--- config.mk ---
export PLATFORM = sky130hd
export DESIGN_NAME = piso_serial_tx_ctrl_flat
export DESIGN_NICKNAME = d
export VERILOG_FILES = /design/src/rtl/piso_serial_tx_ctrl_if.sv /design/src/rtl/piso_serial_tx_ctrl.sv /design/src/flat_wrapper.sv
export SDC_FILE = /design/constraint.sdc
export NUM_CORES = 1
export LEC_CHECK = 0
export ABC_AREA = 0
export CORE_MARGIN = 5
export CORE_UTILIZATION = 35
export DETAILED_ROUTE_END_ITERATION = 8
export GPL_ROUTABILITY_DRIVEN = 1
export PLACE_DENSITY = 0.7
export RECOVER_POWER = 50
export SYNTH_ARGS = -nofsm -noshare
export SYNTH_HDL_FRONTEND = slang
export SYNTH_SLANG_ARGS = --single-unit
export TNS_END_PERCENT = 5
--- constraint.sdc ---
create_clock -name i_clk -period 1.1 [get_ports i_clk]
set_input_delay 0.165 -clock i_clk [delete_from_list [all_inputs] [get_ports i_clk]]
set_output_delay 0.165 -clock i_clk [all_outputs]
set_load 0.01 [all_outputs]
--- src/rtl/piso_serial_tx_ctrl_if.sv ---
// Handshake and serial-line bundle for piso_serial_tx_ctrl.
// The master side is the parallel word producer (it also owns the hold request).
// The slave side is the serialiser controller.
interface piso_serial_tx_ctrl_if #(
  parameter int WIDTH = 4
);

  logic [WIDTH-1:0] i_d;
  logic             i_valid;
  logic             o_ready;
  logic             i_hold;
  logic             o_sdata;
  logic             o_sframe;
  logic             o_done;
  logic             o_busy;

  modport master (
    output i_d,
    output i_valid,
    output i_hold,
    input  o_ready,
    input  o_sdata,
    input  o_sframe,
    input  o_done,
    input  o_busy
  );

  modport slave (
    input  i_d,
    input  i_valid,
    input  i_hold,
    output o_ready,
    output o_sdata,
    output o_sframe,
    output o_done,
    output o_busy
  );

endinterface : piso_serial_tx_ctrl_if

--- src/rtl/piso_serial_tx_ctrl.sv ---
// Parallel-in / serial-out transmit controller.
// Accepts a WIDTH-bit word over valid/ready and shifts it out one bit per clock
// with a frame strobe. After the last bit it inserts GAP_CYCLES idle cycles.
// i_hold freezes the shift register and bit counter while a word is in flight.
// o_sdata, o_sframe, o_ready and o_busy come straight from flops.
// o_done also depends on the live i_hold, so that a held last bit does not pulse.
module piso_serial_tx_ctrl #(
  parameter int WIDTH      = 4,
  parameter int GAP_CYCLES = 1,
  parameter bit MSB_FIRST  = 1'b0
) (
  input  logic                    i_clk,
  input  logic                    i_rst,
  piso_serial_tx_ctrl_if.slave    bus
);

  // Counter widths. The gap counter keeps one bit even when no gap is configured.
  localparam int BCW = $clog2(WIDTH + 1);
  localparam int GCW = (GAP_CYCLES > 0) ? $clog2(GAP_CYCLES + 1) : 1;

  localparam int unsigned BIT_LAST_I = WIDTH - 1;
  localparam int unsigned GAP_LAST_I = (GAP_CYCLES > 0) ? (GAP_CYCLES - 1) : 0;
  localparam logic [BCW-1:0] BIT_LAST = BIT_LAST_I[BCW-1:0];
  localparam logic [GCW-1:0] GAP_LAST = GAP_LAST_I[GCW-1:0];

  typedef enum logic [1:0] {
    IDLE  = 2'd0,
    SHIFT = 2'd1,
    GAP   = 2'd2
  } state_e;

  state_e           state_q,  state_d;
  logic [WIDTH-1:0] shreg_q,  shreg_d;
  logic [BCW-1:0]   bitcnt_q, bitcnt_d;
  logic [GCW-1:0]   gapcnt_q, gapcnt_d;
  logic             sdata_q,  sdata_d;
  logic             sframe_q, sframe_d;
  logic             ready_q,  ready_d;
  logic             busy_q,   busy_d;

  // Bit currently presented on the wire, taken from the selected end of the word.
  function automatic logic out_bit(input logic [WIDTH-1:0] w);
    if (MSB_FIRST) begin
      return w[WIDTH-1];
    end else begin
      return w[0];
    end
  endfunction

  // Move the next bit to the output end; the vacated end is filled with zero.
  function automatic logic [WIDTH-1:0] shift_once(input logic [WIDTH-1:0] w);
    if (MSB_FIRST) begin
      return {w[WIDTH-2:0], 1'b0};
    end else begin
      return {1'b0, w[WIDTH-1:1]};
    end
  endfunction

  // Next-state, datapath and registered-output decode for the IDLE/SHIFT/GAP sequencer.
  always_comb begin
    state_d  = state_q;
    shreg_d  = shreg_q;
    bitcnt_d = bitcnt_q;
    gapcnt_d = gapcnt_q;

    case (state_q)
      IDLE: begin
        if (bus.i_valid) begin
          shreg_d  = bus.i_d;
          bitcnt_d = '0;
          state_d  = SHIFT;
        end else begin
          state_d  = IDLE;
        end
      end

      SHIFT: begin
        if (bus.i_hold) begin
          // Paused: word, position and line all stay as they are.
          state_d = SHIFT;
        end else if (bitcnt_q == BIT_LAST) begin
          shreg_d  = shift_once(shreg_q);
          bitcnt_d = '0;
          if (GAP_CYCLES > 0) begin
            gapcnt_d = '0;
            state_d  = GAP;
          end else begin
            state_d  = IDLE;
          end
        end else begin
          shreg_d  = shift_once(shreg_q);
          bitcnt_d = bitcnt_q + BCW'(1);
          state_d  = SHIFT;
        end
      end

      GAP: begin
        // Hold has no meaning between words, so the gap always runs to completion.
        if (gapcnt_q == GAP_LAST) begin
          gapcnt_d = '0;
          state_d  = IDLE;
        end else begin
          gapcnt_d = gapcnt_q + GCW'(1);
          state_d  = GAP;
        end
      end

      default: begin
        state_d  = IDLE;
        shreg_d  = '0;
        bitcnt_d = '0;
        gapcnt_d = '0;
      end
    endcase

    // Outputs are decoded from the next state so they leave the flops aligned with it.
    ready_d  = (state_d == IDLE);
    busy_d   = !ready_d;
    sframe_d = (state_d == SHIFT);
    if (sframe_d) begin
      sdata_d = out_bit(shreg_d);
    end else begin
      sdata_d = 1'b0;
    end
  end

  // State, datapath and output registers with synchronous reset.
  always_ff @(posedge i_clk) begin
    if (i_rst) begin
      state_q  <= IDLE;
      shreg_q  <= '0;
      bitcnt_q <= '0;
      gapcnt_q <= '0;
      sdata_q  <= 1'b0;
      sframe_q <= 1'b0;
      ready_q  <= 1'b1;
      busy_q   <= 1'b0;
    end else begin
      state_q  <= state_d;
      shreg_q  <= shreg_d;
      bitcnt_q <= bitcnt_d;
      gapcnt_q <= gapcnt_d;
      sdata_q  <= sdata_d;
      sframe_q <= sframe_d;
      ready_q  <= ready_d;
      busy_q   <= busy_d;
    end
  end

  assign bus.o_ready  = ready_q;
  assign bus.o_busy   = busy_q;
  assign bus.o_sframe = sframe_q;
  assign bus.o_sdata  = sdata_q;
  assign bus.o_done   = (state_q == SHIFT) && (bitcnt_q == BIT_LAST) && !bus.i_hold;

endmodule : piso_serial_tx_ctrl

--- src/flat_wrapper.sv ---
// flat-port wrapper written by rule: the top's interface ports become plain ports
module piso_serial_tx_ctrl_flat 
#(
  parameter int WIDTH      = 4,
  parameter int GAP_CYCLES = 1,
  parameter bit MSB_FIRST  = 1'b0
)
  (i_clk, i_rst, bus_i_d, bus_i_valid, bus_i_hold, bus_o_ready, bus_o_sdata, bus_o_sframe, bus_o_done, bus_o_busy);
  piso_serial_tx_ctrl_if #(.WIDTH(WIDTH)) bus_i ();
  input  logic i_clk;
  input  logic i_rst;
  input wire logic [$bits(bus_i.i_d)-1:0] bus_i_d;
  input wire logic [$bits(bus_i.i_valid)-1:0] bus_i_valid;
  input wire logic [$bits(bus_i.i_hold)-1:0] bus_i_hold;
  output wire logic [$bits(bus_i.o_ready)-1:0] bus_o_ready;
  output wire logic [$bits(bus_i.o_sdata)-1:0] bus_o_sdata;
  output wire logic [$bits(bus_i.o_sframe)-1:0] bus_o_sframe;
  output wire logic [$bits(bus_i.o_done)-1:0] bus_o_done;
  output wire logic [$bits(bus_i.o_busy)-1:0] bus_o_busy;
  assign bus_i.i_d = bus_i_d;
  assign bus_i.i_valid = bus_i_valid;
  assign bus_i.i_hold = bus_i_hold;
  assign bus_o_ready = bus_i.o_ready;
  assign bus_o_sdata = bus_i.o_sdata;
  assign bus_o_sframe = bus_i.o_sframe;
  assign bus_o_done = bus_i.o_done;
  assign bus_o_busy = bus_i.o_busy;
  piso_serial_tx_ctrl #(.WIDTH(WIDTH), .GAP_CYCLES(GAP_CYCLES), .MSB_FIRST(MSB_FIRST)) u_core (.i_clk(i_clk), .i_rst(i_rst), .bus(bus_i));
endmodule
**After elaboration in Yosys (flattened, before gate mapping)**

Index checks and enable logic that the tools add are counted.

- Eq/ne operators: 7
- Bitwise logic cells: 3
- Add/sub/neg operators: 2
- Mux-type cells: 16
- Reductions and logical operators: 9

Operators by type and width:

| operator | number |
|---|---|
| 4-bit case mux with 3 select lines | 1 |
| 3-bit 2-to-1 mux | 3 |
| 3-bit case mux with 3 select lines | 1 |
| 4-bit 2-to-1 mux | 2 |
| 2-bit 2-to-1 mux | 3 |
| 2-bit != test, second input constant | 3 |
| 2-bit case mux with 3 select lines | 1 |
| 3-bit AND reduction | 2 |
| 2-bit by 1-bit == test with 1-bit output, second input constant | 2 |
| 2-bit logical NOT | 2 |
| 1-bit 2-to-1 mux | 4 |
| 3-bit by 1-bit adder with 3-bit output, second input constant | 1 |
| 3-bit by 2-bit == test with 1-bit output, second input constant | 1 |
| 1-bit NOT | 3 |
| 1-bit case mux with 3 select lines | 1 |
| 2-bit == test, second input constant | 1 |
| 1-bit logical AND | 2 |
| 1-bit logical NOT | 2 |
| 2-bit OR reduction | 1 |
| 1-bit adder, second input constant | 1 |

- Register bits after elaboration: 14
- Output and inout bits: 5

**Logic depth before layout (Yosys ltp)**

Gate-level depths: netlist (run 1).

- Depth in word-level cells: 7
- Gate-level depth with buffers: 5

**Worst setup path before layout (run 1)**

OpenSTA, ideal clock, no wires.

- Path type: register to register
- From: reg u_core.state_q[1]
- To: reg u_core.bitcnt_q[0]
- Data required time: 1032 ps
- Setup time: 68 ps
- Path buffers: 0
- Clock period less this slack: 1162 ps
- Arrival: 1094 ps
- Setup slack: -62 ps
- Cell stages (with the launch flop): 5
- Cells stage by stage: dfxtp_1 -> nor2b_2 -> o2bb2ai_2 -> or3_1 -> a21oi_2

- Word-level cells in the longest chain between the ends: 3
- Elaborated cells on any way between the ends: 8
- Those cells by class: eq/ne: 4; mux: 1; bitwise: 1; reduce/logical: 2

Ends and longest elaborated chain:

| element | line | RTL |
|---|---|---|
| start: declaration | piso_serial_tx_ctrl.sv:32 | `state_e state_q, state_d;` |
| start signal: assignment | piso_serial_tx_ctrl.sv:139 | `state_q <= state_d;` |
| 2-bit by 1-bit == test with 1-bit output (tied with other cells) | piso_serial_tx_ctrl.sv:66 | `case (state_q)` |
| 2-bit != test (no line) or 1-bit NOT (tied branches) | - |  |
| 3-bit AND reduction (no line) | - |  |
| end signal: assignment | piso_serial_tx_ctrl.sv:141 | `bitcnt_q <= bitcnt_d;` |
| end: declaration | piso_serial_tx_ctrl.sv:34 | `logic [BCW-1:0] bitcnt_q, bitcnt_d;` |

Several ways; a longest one is shown, not always the timed one.
A chain may end at the register's enable or synchronous reset.

**Worst setup path after layout (run 1)**

- From: reg u_core.bitcnt_q[0]
- To: out bus_o_done

- Word-level cells in the longest chain between the ends: 3

Ends and longest elaborated chain:

| element | line | RTL |
|---|---|---|
| 3-bit by 2-bit == test with 1-bit output | piso_serial_tx_ctrl.sv:154 | `assign bus.o_done = (state_q == SHIFT) && (bitcnt_q == BIT_LAST) && !bus.i_hold;` |
| 1-bit logical AND (2 in series) | piso_serial_tx_ctrl.sv:154 |  |
| end: declaration | flat_wrapper.sv:18 | `output wire logic [$bits(bus_i.o_done)-1:0] bus_o_done;` |

No other way between the ends.

==> results.cfg, run 1 <==
[logic_synthesis]
syn_area_um2 = 560.5
yosys_warnings = 0
synthArstFlopShare_pct = 0
synth.top_cell.area_share_pct = 46.43
ys_seq_area_share_pct = 46.43
synth.area.top_cells = dfxtp_1 (46%), a2bb2oi_1 (4.7%), a32oi_1 (4.7%)
syn_inst = 56
synth.net_count = 65
synthFlopType = dfxtp_1
synth_seq_cells = 13
syn_avg_cell_area_um2 = 10.01
ys_types = 25
synth_edf_count = 0
synth_area_leader_cell = dfxtp_1

[pwr]
pwr_density_cell_mw_per_mm2 = 1127
ir_drop_mv = 0.6162
p_leak_nw = 0.3703

[final_layout]
n_fill_cell = 133
seq_area_um2 = 266.5
fin_nets = 91
syn_to_final_growth_pct = 54.91
design_area_um2 = 868.3
drive_above_1_share_pct = 40.74
multi_input_area_um2 = 334.1
n_antenna_cell = 0

[sta]
layout_min_cycle_time_ns = 1.405
setup_slack_ns = -0.3049
finalSetupTns_ns = -1.164
maxSlewViolCount = 0
tightest_slew_ns = 0.2216
setup_viol = 10
fin_crit_sh_pct = 127.7
grt_setup_unrepaired = true
clock-skew-final_ns = 0.006773
clock.fmax_ghz = 0.7118
hold_violations = 0
worst_slew_margin_rel_pct = 85.22

[floorplanning]
dieArea_mm2 = 0.002502
initial_core_util_pct = 37.21
rows = 14
die_w_um = 50.02
die_h_um = 50.02
core_area_mm2 = 0.001506
io_pins = 13

[hold_path]
worstHoldEndpoint = u_core.state_q[1]
holdPathStages = 3
hp-start = bus_i_hold
hold_class = in2reg

[drt]
routed.top_layer = met4
vias_per_cell = 5.227
wl_per_cell_um = 14.19
met2_wirelength_um = 718
drt_pass1_iterations = 2
ant_nets = 0
wl_mm = 1.376
drt_iter0_drc = 3
vias = 507
drt-met1-wl_um = 560
wl_met3_um = 66
drc = 0

[grt]
antenna_found_initial = 0
grt_pass1_vias = 515
grt_overflow_total = 0
grt_usage_pct = 11.71
grt_max_degree = 11
grt_pass1_wl_mm = 2.228

[worst_setup_path]
cp_max_fo = 2
reg2reg_slack_ns = -0.27
cp.arrival_ns = 1.24
r2r_start = u_core.bitcnt_q[0]
crit_type = reg2out
r2r_cells = 7
required_ns = 0.94
setup.worst_path.start_class = register
cp-end-kind = primary output
r2r_end = u_core.bitcnt_q[0]

[placed_design]
dp_hpwl_um = 945
postPlaceCellArea_um2 = 777.0
gp_congestion = 0.6961
post-place-ws_ns = -0.6286
portBuffers = 12

[outcome]
violations = negative setup slack
outcome = finished, violations left

[job]
drv_cap = 0

[clock_tree]
cts_root_buf = clkbuf_4
cts_tree = yes
cts_buffer_depth = 2
clock_latency_ns = 0.27
cts.clk_slew.worst_paths_ns = 0.08
ctsHoldBuffers = 0
numCtsBuffers = 3
h-tree-depth = 1
cts_sinks = 13
## synthesized netlist by cell type (2+ instances only)
library cell	n
nor2b_2	2
nor2_1	6
nor2b_1	3
clkbuf_1	2
mux2i_1	2
a21oi_1	3
inv_1	3
dfxtp_1	13
a32oi_1	3
a2bb2oi_1	3
and2_1	2
## layout make-up
class,instances,share of cell area (%)
inverters,3,1.585
repair buffers,24,23.92
well taps,16,2.305
clock buffers,4,3.026
multi-input cells,37,38.47
flip-flops and latches,13,30.69
## layout by cell type, fill, tap and decap left out, drive strengths merged
cell type	synthesis	routed
dfxtp	13	13
buf	1	13
nor2	6	6
clkdlybuf4s50	0	6
nor2b	5	5
dlygate4sd2	0	4
a21oi	4	4
clkbuf	2	4
a32oi	3	3
inv	3	3
a2bb2oi	3	3
and2	2	2
mux2i	2	2
nor3	1	1
o21bai	1	1
or2b	1	1
nor4	1	1
o32ai	1	1
o2bb2ai	1	1
and4bb	1	1
nor3b	1	1
o21ai	1	1
or3	1	1
nand2	1	1
ha	1	1
dlymetal6s2s	0	1
## report_power, final
part / internal [W] / switching (W) / leakage [nW]
sequential: 0.000494 / 0.0000123 / 0.108
clock: 0.000141 / 0.000152 / 0.0150
combinational: 0.0000992 / 0.0000800 / 0.247
total: 0.000734 / 0.000245 / 0.370
## repair_timing
item	CTS	global route
gates resized for setup	15	12
endpoints found under the setup margin	14	12
pin swaps	3	3
buffers inserted	0	1
## critical path, cell delays in order (launching register included)
cell,delay (ns)
dfxtp_4,0.37
ha_4,0.14
inv_4,0.04
nor3_4,0.14
and2_1,0.16
buf_2,0.13
## cells by family (layout without fill, tap and decap cells)
logic type | count (synthesis) | in the layout | share of synthesized area (%)
adders and majority gates | 1 | 1 | 2.232
buffers and inverters | 6 | 31 | 4.241
AOI/OAI and AO/OA | 14 | 14 | 22.10
and+or+nand+nor | 20 | 20 | 21.43
muxes | 2 | 2 | 3.572
DFF | 13 | 13 | 46.43
## how the worst max path moves through the flow
stage / startpoint / to / slack [ns] / cells after the start
final: u_core.bitcnt_q[0] / bus_o_done / -0.30 / 5
after global routing: u_core.bitcnt_q[0] / bus_o_done / -0.38 / 5
after detailed placement: bus_i_hold / bus_o_done / -0.63 / 4
after global placement: bus_i_hold / bus_o_done / -0.62 / 4
after CTS: u_core.bitcnt_q[1] / bus_o_done / -0.35 / 5
after floorplan: u_core.state_q[0] / u_core.bitcnt_q[0] / -0.02 / 4
## registers in the layout (all words and copies together), names as in the netlist
signal	cells
u_core.bus.o_ready	1
u_core.state_q	2
u_core.bus.o_sframe	1
u_core.bus.o_sdata	1
u_core.bus.o_busy	1
u_core.bitcnt_q	3
u_core.shreg_q	4
## routing by layer
| metal | global-route usage [%] | vias up |
|---|---|---|
| met3 | 4.217 | 4 |
| met1 | 13.09 | 241 |
| li1 | - | 251 |
| met4 | 6.550 | 0 |
| met5 | 0 | - |
| met2 | 18.83 | 11 |
## through the flow
stage	cells	hold WS, ns	total power, W	util [%]
4_1_cts	96	0.4928	0.0009756	53.82
3_5_place_dp	92	0.4816	0.0006861	51.58
6_report	97	0.3583	0.0009783	57.64
3_3_place_gp	92	0.4735	0.0006813	51.58
2_1_floorplan	56	0.3475	0.0006005	-
5_1_grt	97	0.3700	0.001042	57.64
Note: power is estimated with default switching activity, not from simulation.
==> run 2, diff against run 1 <==
--- a/config.mk
+++ b/config.mk
@@ -8,6 +8,7 @@
 export ABC_AREA = 0
 export CORE_MARGIN = 5
 export CORE_UTILIZATION = 35
+export CTS_CLUSTER_DIAMETER = 80
 export DETAILED_ROUTE_END_ITERATION = 8
 export GPL_ROUTABILITY_DRIVEN = 1
 export PLACE_DENSITY = 0.7
==> results of run 2 <==
The final DEF is identical to that of run 1; final timing and power are the same.
